[config.mk]
export PLATFORM = sky130hd
export DESIGN_NAME = mul_unit_flat
export DESIGN_NICKNAME = d
export VERILOG_FILES = /design/src/rtl/alu_pkg.sv /design/src/rtl/mul_unit_if.sv /design/src/rtl/mul_operand_prep.sv /design/src/rtl/mul_unit.sv /design/src/flat_wrapper.sv
export SDC_FILE = /design/constraint.sdc
export NUM_CORES = 2
export LEC_CHECK = 0
export CAP_MARGIN = 20
export CELL_PAD_IN_SITES_DETAIL_PLACEMENT = 1
export CELL_PAD_IN_SITES_GLOBAL_PLACEMENT = 1
export CORE_ASPECT_RATIO = 1.4
export CORE_MARGIN = 4
export CORE_UTILIZATION = 41
export CTS_BUF_LIST = sky130_fd_sc_hd__clkbuf_8
export DETAILED_ROUTE_END_ITERATION = 16
export PLACE_DENSITY = 0.89
export SLEW_MARGIN = 0
export SYNTH_ARGS = -nofsm -noshare
export SYNTH_HDL_FRONTEND = slang
export SYNTH_SLANG_ARGS = --single-unit
[constraint.sdc]
create_clock -name clk_i -period 4.3 [get_ports clk_i]
set_input_delay 0.645 -clock clk_i [delete_from_list [all_inputs] [get_ports clk_i]]
set_output_delay 0.645 -clock clk_i [all_outputs]
set_load 0.1 [all_outputs]
[src/rtl/alu_pkg.sv]
// Shared ALU definitions: 5-bit ALU control codes used by the decoder, the ALU and the
// iterative multiplier, plus the multiplier's state and result-half encodings.
package alu_pkg;

  localparam logic [4:0] ALU_MUL    = 5'b01111;
  localparam logic [4:0] ALU_MULH   = 5'b10000;
  localparam logic [4:0] ALU_MULHSU = 5'b10001;
  localparam logic [4:0] ALU_MULHU  = 5'b10010;
  localparam logic [4:0] ALU_MULW   = 5'b10111;

  typedef enum logic [1:0] {
    IDLE,
    CALC,
    DONE
  } mul_state_t;

  // Which slice of the 2*XLEN product becomes the architectural result.
  typedef enum logic [1:0] {
    SEL_LO,
    SEL_HI,
    SEL_W
  } half_sel_t;

endpackage

[src/rtl/mul_unit_if.sv]
// Request/response bundle between the execute stage and mul_unit; master is the
// pipeline side, slave is the multiplier.
interface mul_unit_if #(
  parameter int XLEN = 64
);

  logic            valid_i;
  logic            ready_o;
  logic [4:0]      alu_control_i;
  logic [XLEN-1:0] src_a_i;
  logic [XLEN-1:0] src_b_i;
  logic            flush_i;
  logic            valid_o;
  logic            ready_i;
  logic [XLEN-1:0] result_o;
  logic            busy_o;

  modport master (
    output valid_i, alu_control_i, src_a_i, src_b_i, flush_i, ready_i,
    input  ready_o, valid_o, result_o, busy_o
  );

  modport slave (
    input  valid_i, alu_control_i, src_a_i, src_b_i, flush_i, ready_i,
    output ready_o, valid_o, result_o, busy_o
  );

endinterface

[src/rtl/mul_operand_prep.sv]
// Combinational opcode decode for mul_unit: operand magnitudes, result sign,
// iteration count and which half of the product to return.
module mul_operand_prep
  import alu_pkg::*;
#(
  parameter  int XLEN = 64,
  localparam int CW   = $clog2(XLEN) + 1
) (
  input  logic [4:0]      op,
  input  logic [XLEN-1:0] a,
  input  logic [XLEN-1:0] b,
  output logic [XLEN-1:0] mag_a,
  output logic [XLEN-1:0] mag_b,
  output logic            neg,
  output logic [CW-1:0]   iters,
  output half_sel_t       half_sel,
  output logic            supported
);

  // The most negative value maps to 2^(XLEN-1), which is exact as an unsigned magnitude.
  function automatic logic [XLEN-1:0] abs_val(input logic [XLEN-1:0] v);
    return v[XLEN-1] ? (-v) : v;
  endfunction

  always_comb begin
    // NOTE: every output gets a default first so no path through the case infers a latch.
    mag_a     = a;
    mag_b     = b;
    neg       = 1'b0;
    iters     = CW'(XLEN);
    half_sel  = SEL_LO;
    supported = 1'b1;
    case (op)
      ALU_MUL: ;
      ALU_MULH: begin
        mag_a    = abs_val(a);
        mag_b    = abs_val(b);
        neg      = a[XLEN-1] ^ b[XLEN-1];
        half_sel = SEL_HI;
      end
      ALU_MULHSU: begin
        mag_a    = abs_val(a);
        neg      = a[XLEN-1];
        half_sel = SEL_HI;
      end
      ALU_MULHU: half_sel = SEL_HI;
      ALU_MULW: begin
        mag_a    = {{(XLEN-32){1'b0}}, a[31:0]};
        mag_b    = {{(XLEN-32){1'b0}}, b[31:0]};
        iters    = CW'(32);
        half_sel = SEL_W;
      end
      default: begin
        mag_a     = '0;
        mag_b     = '0;
        supported = 1'b0;
      end
    endcase
  end

endmodule

[src/rtl/mul_unit.sv]
// Iterative radix-2 shift-add RV64 M multiplier (MUL/MULH/MULHSU/MULHU/MULW) with a
// valid/ready result port. Define MUL_EARLY_TERM_EN to leave CALC once the multiplier is exhausted.
module mul_unit
  import alu_pkg::*;
#(
  parameter int XLEN = 64
) (
  input logic       clk_i,
  input logic       rst_i,
  mul_unit_if.slave bus
);

  localparam int CW = $clog2(XLEN) + 1;

  mul_state_t        state, state_next;
  logic [2*XLEN-1:0] mcand, acc, acc_next, prod;
  logic [XLEN-1:0]   mplier, mplier_next, result_q, result_sel;
  logic [CW-1:0]     cnt, cnt_next, iters_q;
  half_sel_t         half_q;
  logic              neg_q;
  logic              accept, calc_last;

  logic [XLEN-1:0]   prep_mag_a, prep_mag_b;
  logic              prep_neg, prep_supported;
  logic [CW-1:0]     prep_iters;
  half_sel_t         prep_half;

  mul_operand_prep #(.XLEN(XLEN)) u_prep (
    .op        (bus.alu_control_i),
    .a         (bus.src_a_i),
    .b         (bus.src_b_i),
    .mag_a     (prep_mag_a),
    .mag_b     (prep_mag_b),
    .neg       (prep_neg),
    .iters     (prep_iters),
    .half_sel  (prep_half),
    .supported (prep_supported)
  );

  assign accept = bus.valid_i && (state == IDLE) && !bus.flush_i;

  // One shift-add step; the final step's sum feeds the result directly.
  always_comb begin
    acc_next    = mplier[0] ? (acc + mcand) : acc;
    mplier_next = mplier >> 1;
    cnt_next    = cnt + CW'(1);
`ifdef MUL_EARLY_TERM_EN
    calc_last   = (cnt_next == iters_q) || (mplier_next == '0);
`else
    calc_last   = (cnt_next == iters_q);
`endif
    prod        = neg_q ? (-acc_next) : acc_next;
    case (half_q)
      SEL_HI:  result_sel = prod[2*XLEN-1:XLEN];
      SEL_W:   result_sel = {{(XLEN-32){prod[31]}}, prod[31:0]};
      default: result_sel = prod[XLEN-1:0];
    endcase
  end

  // NOTE: sequential state uses non-blocking assignments so every register samples pre-edge values.
  always_ff @(posedge clk_i) begin
    if (rst_i) state <= IDLE;
    else       state <= state_next;
  end

  always_comb begin
    state_next = state;
    if (bus.flush_i) begin
      state_next = IDLE;
    end else begin
      case (state)
        IDLE:    if (accept) state_next = prep_supported ? CALC : DONE;
        CALC:    if (calc_last) state_next = DONE;
        DONE:    if (bus.ready_i) state_next = IDLE;
        default: state_next = IDLE;
      endcase
    end
  end

  always_comb begin
    bus.ready_o = (state == IDLE);
    bus.busy_o  = (state != IDLE);
    bus.valid_o = (state == DONE);
  end

  // NOTE: the datapath is a handful of flops, not a memory, so it is cleared on reset.
  always_ff @(posedge clk_i) begin
    if (rst_i) begin
      mcand    <= '0;
      mplier   <= '0;
      acc      <= '0;
      cnt      <= '0;
      iters_q  <= '0;
      neg_q    <= 1'b0;
      half_q   <= SEL_LO;
      result_q <= '0;
    end else if (accept) begin
      mcand   <= {{XLEN{1'b0}}, prep_mag_a};
      mplier  <= prep_mag_b;
      acc     <= '0;
      cnt     <= '0;
      iters_q <= prep_iters;
      neg_q   <= prep_neg;
      half_q  <= prep_half;
      if (!prep_supported) result_q <= '0;
    end else if (state == CALC && !bus.flush_i) begin
      acc    <= acc_next;
      mcand  <= mcand << 1;
      mplier <= mplier_next;
      cnt    <= cnt_next;
      if (calc_last) result_q <= result_sel;
    end
  end

  assign bus.result_o = result_q;

endmodule

[src/flat_wrapper.sv]
// flat-port wrapper written by rule: the top's interface ports become plain ports
module mul_unit_flat import alu_pkg::*;
#(
  parameter int XLEN = 64
)
  (clk_i, rst_i, bus_valid_i, bus_alu_control_i, bus_src_a_i, bus_src_b_i, bus_flush_i, bus_ready_i, bus_ready_o, bus_valid_o, bus_result_o, bus_busy_o);
  mul_unit_if #(.XLEN(XLEN)) bus_i ();
  input logic clk_i;
  input logic rst_i;
  input wire logic [$bits(bus_i.valid_i)-1:0] bus_valid_i;
  input wire logic [$bits(bus_i.alu_control_i)-1:0] bus_alu_control_i;
  input wire logic [$bits(bus_i.src_a_i)-1:0] bus_src_a_i;
  input wire logic [$bits(bus_i.src_b_i)-1:0] bus_src_b_i;
  input wire logic [$bits(bus_i.flush_i)-1:0] bus_flush_i;
  input wire logic [$bits(bus_i.ready_i)-1:0] bus_ready_i;
  output wire logic [$bits(bus_i.ready_o)-1:0] bus_ready_o;
  output wire logic [$bits(bus_i.valid_o)-1:0] bus_valid_o;
  output wire logic [$bits(bus_i.result_o)-1:0] bus_result_o;
  output wire logic [$bits(bus_i.busy_o)-1:0] bus_busy_o;
  assign bus_i.valid_i = bus_valid_i;
  assign bus_i.alu_control_i = bus_alu_control_i;
  assign bus_i.src_a_i = bus_src_a_i;
  assign bus_i.src_b_i = bus_src_b_i;
  assign bus_i.flush_i = bus_flush_i;
  assign bus_i.ready_i = bus_ready_i;
  assign bus_ready_o = bus_i.ready_o;
  assign bus_valid_o = bus_i.valid_o;
  assign bus_result_o = bus_i.result_o;
  assign bus_busy_o = bus_i.busy_o;
  mul_unit #(.XLEN(XLEN)) u_core (.clk_i(clk_i), .rst_i(rst_i), .bus(bus_i));
endmodule
==> results of run 1 <==
-- stage by stage --
step | setup slack [ns] | utilization | std cells | TNS [ns]
floorplan | -0.253 | - | 5280 | -1.11
global placement | -0.843 | 0.570 | 7766 | -43.97
detailed placement | -1.54 | 0.570 | 7766 | -96.44
-- logic make-up after synthesis --
group,count (synthesis),share of synthesized area
AO/OA/AOI/OAI,1893,0.344
XOR/XNOR,171,0.0419
flip-flops,397,0.220
multiplexers,43,0.0122
adder cells (fa/ha/maj),134,0.0467
AND/OR/NAND/NOR,2202,0.285
buffers and inverters,440,0.0497
==> metrics.md, run 1 <==
| Metric | Value |
|---|---|
| Clock root buffer | clkbuf_8 |
| Log Error | [ERROR DPL-0033] detailed placement checks failed during check placement. |
| Initial Utilization | 0.414 |
| CTS resizes | 830 |
| Synthesized area | ~36000 sq um |
| Syn Nets | ~5600 |
| Share of the synthesized area in the top cell type | 0.220 |
| Total CTS buffers | 71 |
| Die W | 259 um |
| Ys Warns | 0 |
| Outcome | stopped before the end |
| # IOs | slightly above 200 |
| Post-CTS Hold Buffers | 0 |
| Top FF cell, synth | dfxtp_1 |
| EDFF count, synth | 0 |
| Syn Area/Cell | a little under 7 sq um |
| Placer Congestion | between 1 and 1.5 |
| #FFs+latches synth | 397 |
| Chip Height | between 300 and 400 um |
| FP Rows | approximately 130 |
| Max Buffers Root-to-Sink | 3 |
| Synth async-reset ratio | 0 |
| Post-DP HPWL | 211000 um |
| # port buffers | 204 |
| Seq/Total Area, Yosys | 0.220 |
| Clock sink count | about 400 |
| Area post-placement | roughly 50000 sq um |
| Most frequent cells after synthesis | 772 x nand2_1, 584 x nor2_1, 473 x a21oi_1 |
| Cells after synthesis | 5280 |
| Post-synth cell types | approximately 110 |
| Failed at | 4_1_cts |
| Top-count cell post-synth | nand2_1 |
| H-Tree Level Count | 3 |
| Top post-synthesis cells by area | dfxtp_1 22%, nand2_1 8.0%, a21oi_1 6.6% |
| Synth area leader | dfxtp_1 |
| Setup bufs post-CTS | approximately 130 |
==> run 2: changes to the inputs <==
--- a/config.mk
+++ b/config.mk
@@ -6,14 +6,10 @@
 export NUM_CORES = 2
 export LEC_CHECK = 0
 export CAP_MARGIN = 20
-export CELL_PAD_IN_SITES_DETAIL_PLACEMENT = 1
-export CELL_PAD_IN_SITES_GLOBAL_PLACEMENT = 1
-export CORE_ASPECT_RATIO = 1.4
 export CORE_MARGIN = 4
-export CORE_UTILIZATION = 41
-export CTS_BUF_LIST = sky130_fd_sc_hd__clkbuf_8
+export CORE_UTILIZATION = 40
 export DETAILED_ROUTE_END_ITERATION = 16
-export PLACE_DENSITY = 0.89
+export PLACE_DENSITY_LB_ADDON = 0.15
 export SLEW_MARGIN = 0
 export SYNTH_ARGS = -nofsm -noshare
 export SYNTH_HDL_FRONTEND = slang
==> constraint.sdc (replaced) <==
create_clock -name clk_i -period 5.6 [get_ports clk_i]
set_input_delay 0.84 -clock clk_i [delete_from_list [all_inputs] [get_ports clk_i]]
set_output_delay 0.84 -clock clk_i [all_outputs]
set_load 0.1 [all_outputs]
==> run 2 against run 1 <==
Area after synthesis did not move. The flow now finishes without violations. Synthesized cell count did not move.
==> metrics.md, run 2 <==
| Metric | Value |
|---|---|
| Ys Warns | 0 |
| Total chip power | 8.43 mW |
| # IOs | between 200 and 250 |
| CP Capture Type | flop |
| Synth async-reset ratio | 0 |
| Total CTS buffers | 50 |
| Critical path's slowest cell | o31ai_1 |
| #FFs+latches synth | between 300 and 400 |
| Cells after synthesis | ~5300 |
| # port buffers | just over 200 |
| Share of cells above drive strength 1 | 0.126 |
| Place WS | -0.00289 ns |
| Startpoint Class | flop |
| Top-count cell post-synth | nand2_1 |
| First-pass DRT Iterations | 7 |
| Top post-synthesis cells by area | dfxtp_1 22%, nand2_1 8.0%, a21oi_1 6.6% |
| Synth-to-layout area growth | 21.0% |
| Required time of the critical path | roughly 6.2 ns |
| Fmax | 182 MHz |
| Worst Path Arrival | 6.10 ns |
| Post-DRT Antenna Nets | 0 |
| FP Rows | 109 |
| Pin count of the biggest net entering global routing | about 190 |
| Die Footprint | 95100 sq um |
| Leak pwr | about 15 nW |
| Post-DR wirelength/cell | roughly 27 um |
| Syn Area/Cell | roughly 7 sq um |
| Vias in the first global route | just over 40000 |
| Period minus WS final | around 5.5 ns |
| NumNets Final | 5896 |
| Max Buffers Root-to-Sink | 3 |
| Chip Height | 308 um |
| Syn Nets | roughly 5600 |
| Worst-path clk slew | around 0.060 ns |
| Core area | about 90000 sq um |
| Initial Utilization | 0.406 |
| Fin Clk Skew | roughly 0.048 ns |
| Synth area leader | dfxtp_1 |
| Worst relative slew slack | 0.200 |
| Synthesized area | between 30000 and 40000 sq um |
| Placer Congestion | ~1.1 |
| DR iter-0 viols | about 5500 |
| Clock sink count | between 300 and 400 |
| Crit-path cells | ha_1, buf_4, nand4_1, nor2_1, a22oi_1, o32ai_1, buf_4, o21ai_1, buf_4, o31ai_1, xor2_1, mux2i_1, nand4b_1, buf_4, nor4_2, buf_4, nand4b_1, o31ai_1, xor2_1, nand3_1, a21oi_1 |
| Seq/Total Area, Yosys | 0.220 |
| EDFF count, synth | 0 |
| Critical Path Most Common Cell | buf_4 |
| Vias per Instance | ~6.5 |
| Max Slew Vio Count | 0 |
| Max_cap viols | 0 |
| Commonest non-fill, non-tap cell in the layout | nand2_1 |
| Outcome | finished clean |
| Top Registers | u_core.acc (128), u_core.mcand (128) |
| Antenna violations before repair | 2 |
| Grt total ovfl | 0 |
| Hold Violations, Final | 0 |
| Finished Core Util | 0.491 |
| Setup-failing EPs final | 0 |
| First-pass GRT wire length | 267000 um |
| Power per standard cell area | roughly 190 nW/um^2 |
| Post-DP HPWL | roughly 150000 um |
| Final Cycle Share | 0.983 |
| Slew @ Worst Pin | between 1 and 1.5 ns |
| Total wire length | approximately 180000 um |
| CP Max Fanout | 5 |
| Share of the synthesized area in the top cell type | 0.220 |
| Drc violations | 0 |
| Commonest cells after routing, fill and taps aside | 771 x nand2_1, 580 x nor2_1, 463 x a21oi_1 |
| Total global-route track usage | 0.369 |
| Die W | 308 um |
| Most frequent cells after synthesis | 772 x nand2_1, 584 x nor2_1, 473 x a21oi_1 |
| Clock root buffer | clkbuf_16 |
| Worst path buffer plus inverter count | 5 |
| CP peak stage delay | 0.49 ns |
| Post-synth cell types | ~110 |
| Hold WC Path Type | reg2reg |
| Top FF cell, synth | dfxtp_1 |
| Setup ws final | 0.0960 ns |
| Via count | 44200 |
| Worst-skew pair later-pin latency | between 0.6 and 0.7 ns |
| Post-CTS Hold Buffers | 0 |
| VDD IR max | ~0.23 mV |
| CP Class | reg2reg |
| H-Tree Level Count | 2 |
| Top delay family on crit path | compound AO/OA/AOI/OAI gates |
| TritonCTS clock tree | done |
## run 2: cell counts after synthesis
No cell type changed its count.
## run 2: worst register-to-register path: stages, from the launching register on
cell and delay, ns:
dfxtp_1 0.36, ha_1 0.39, buf_4 0.17, nand4_1 0.25, nor2_1 0.33, a22oi_1 0.21
o32ai_1 0.37, buf_4 0.22, o21ai_1 0.14, buf_4 0.20, o31ai_1 0.49, xor2_1 0.20
mux2i_1 0.28, nand4b_1 0.14, buf_4 0.18, nor4_2 0.35, buf_4 0.20, nand4b_1 0.15
o31ai_1 0.26, xor2_1 0.29, nand3_1 0.12, a21oi_1 0.15
## run 2: kinds of logic (layout without fill, tap and decap cells)
group,after synthesis,count (layout),share of synthesized area
multiplexers,43,43,0.0122
buffers and inverters,440,824,0.0497
other,0,1,0
flip-flops,397,397,0.220
XOR/XNOR,171,171,0.0419
AND/OR/NAND/NOR,2202,2202,0.285
AO/OA/AOI/OAI,1893,1893,0.344
adder cells (fa/ha/maj),134,134,0.0467
## run 2: where the power goes
part           switching (mW)  internal (mW)
clock network            1.46           2.14
registers               0.114           2.92
logic                    1.13          0.654
total                    2.71           5.72
## run 2: what timing repair did
| action | 4_1_cts | 5_1_grt |
|---|---|---|
| setup buffers | 0 | 5 |
| pin swaps | 0 | 4 |
| endpoints found under the setup margin | 4 | 51 |
| gates resized for setup | 1 | 42 |
## run 2: layer usage
layer | share of wire | up-vias | global-route usage
li1 | - | 20400 | -
met1 | 0.42 | 20900 | 0.496
met2 | 0.42 | 2431 | 0.554
met3 | 0.10 | 427 | 0.0791
met4 | 0.066 | 2 | 0.198
met5 | 0.000060 | - | 0
## run 2: final cells by class
| cell class | instances | area, sq um |
|---|---|---|
| Timing Repair Buffer | 672 | 5660 |
| Fill cell | 9118 | 45200 |
| Multi-Input combinational cell | 4443 | 26600 |
| Antenna cell | 1 | 2.50 |
| Tap cell | 1165 | 1460 |
| Inverter | 60 | 228 |
| Clock inverter | 22 | 375 |
| Sequential cell | 397 | 7960 |
| Clock buffer | 70 | 1420 |
## run 2: stage by stage
step	hold WS [ns]	instances	cell area, sq um	TNS [ns]
global placement	0.456	6730	41700	-0.00707
floorplan	0.441	5280	36100	0
global route	0.489	6829	43700	-0.0284
CTS	0.466	6823	43500	0
finish	0.466	6830	43700	0
detailed placement	0.441	6731	41700	-0.00311
## run 2: worst paths after layout
kind	endpoint	start	depth (start not counted)	slack, ns
min	u_core.mcand[127]$_SDFFE_PP0P_	u_core.mcand[127]$_SDFFE_PP0P_	2	0.47
max reg2reg	u_core.bus.result_o[35]$_SDFFE_PP0P_	u_core.acc[23]$_SDFFE_PP0P_	21	0.1
max	u_core.bus.result_o[35]$_SDFFE_PP0P_	u_core.acc[23]$_SDFFE_PP0P_	21	0.1
min reg2reg	u_core.mcand[127]$_SDFFE_PP0P_	u_core.mcand[127]$_SDFFE_PP0P_	2	0.47
Power figures use the tool's default switching activity.
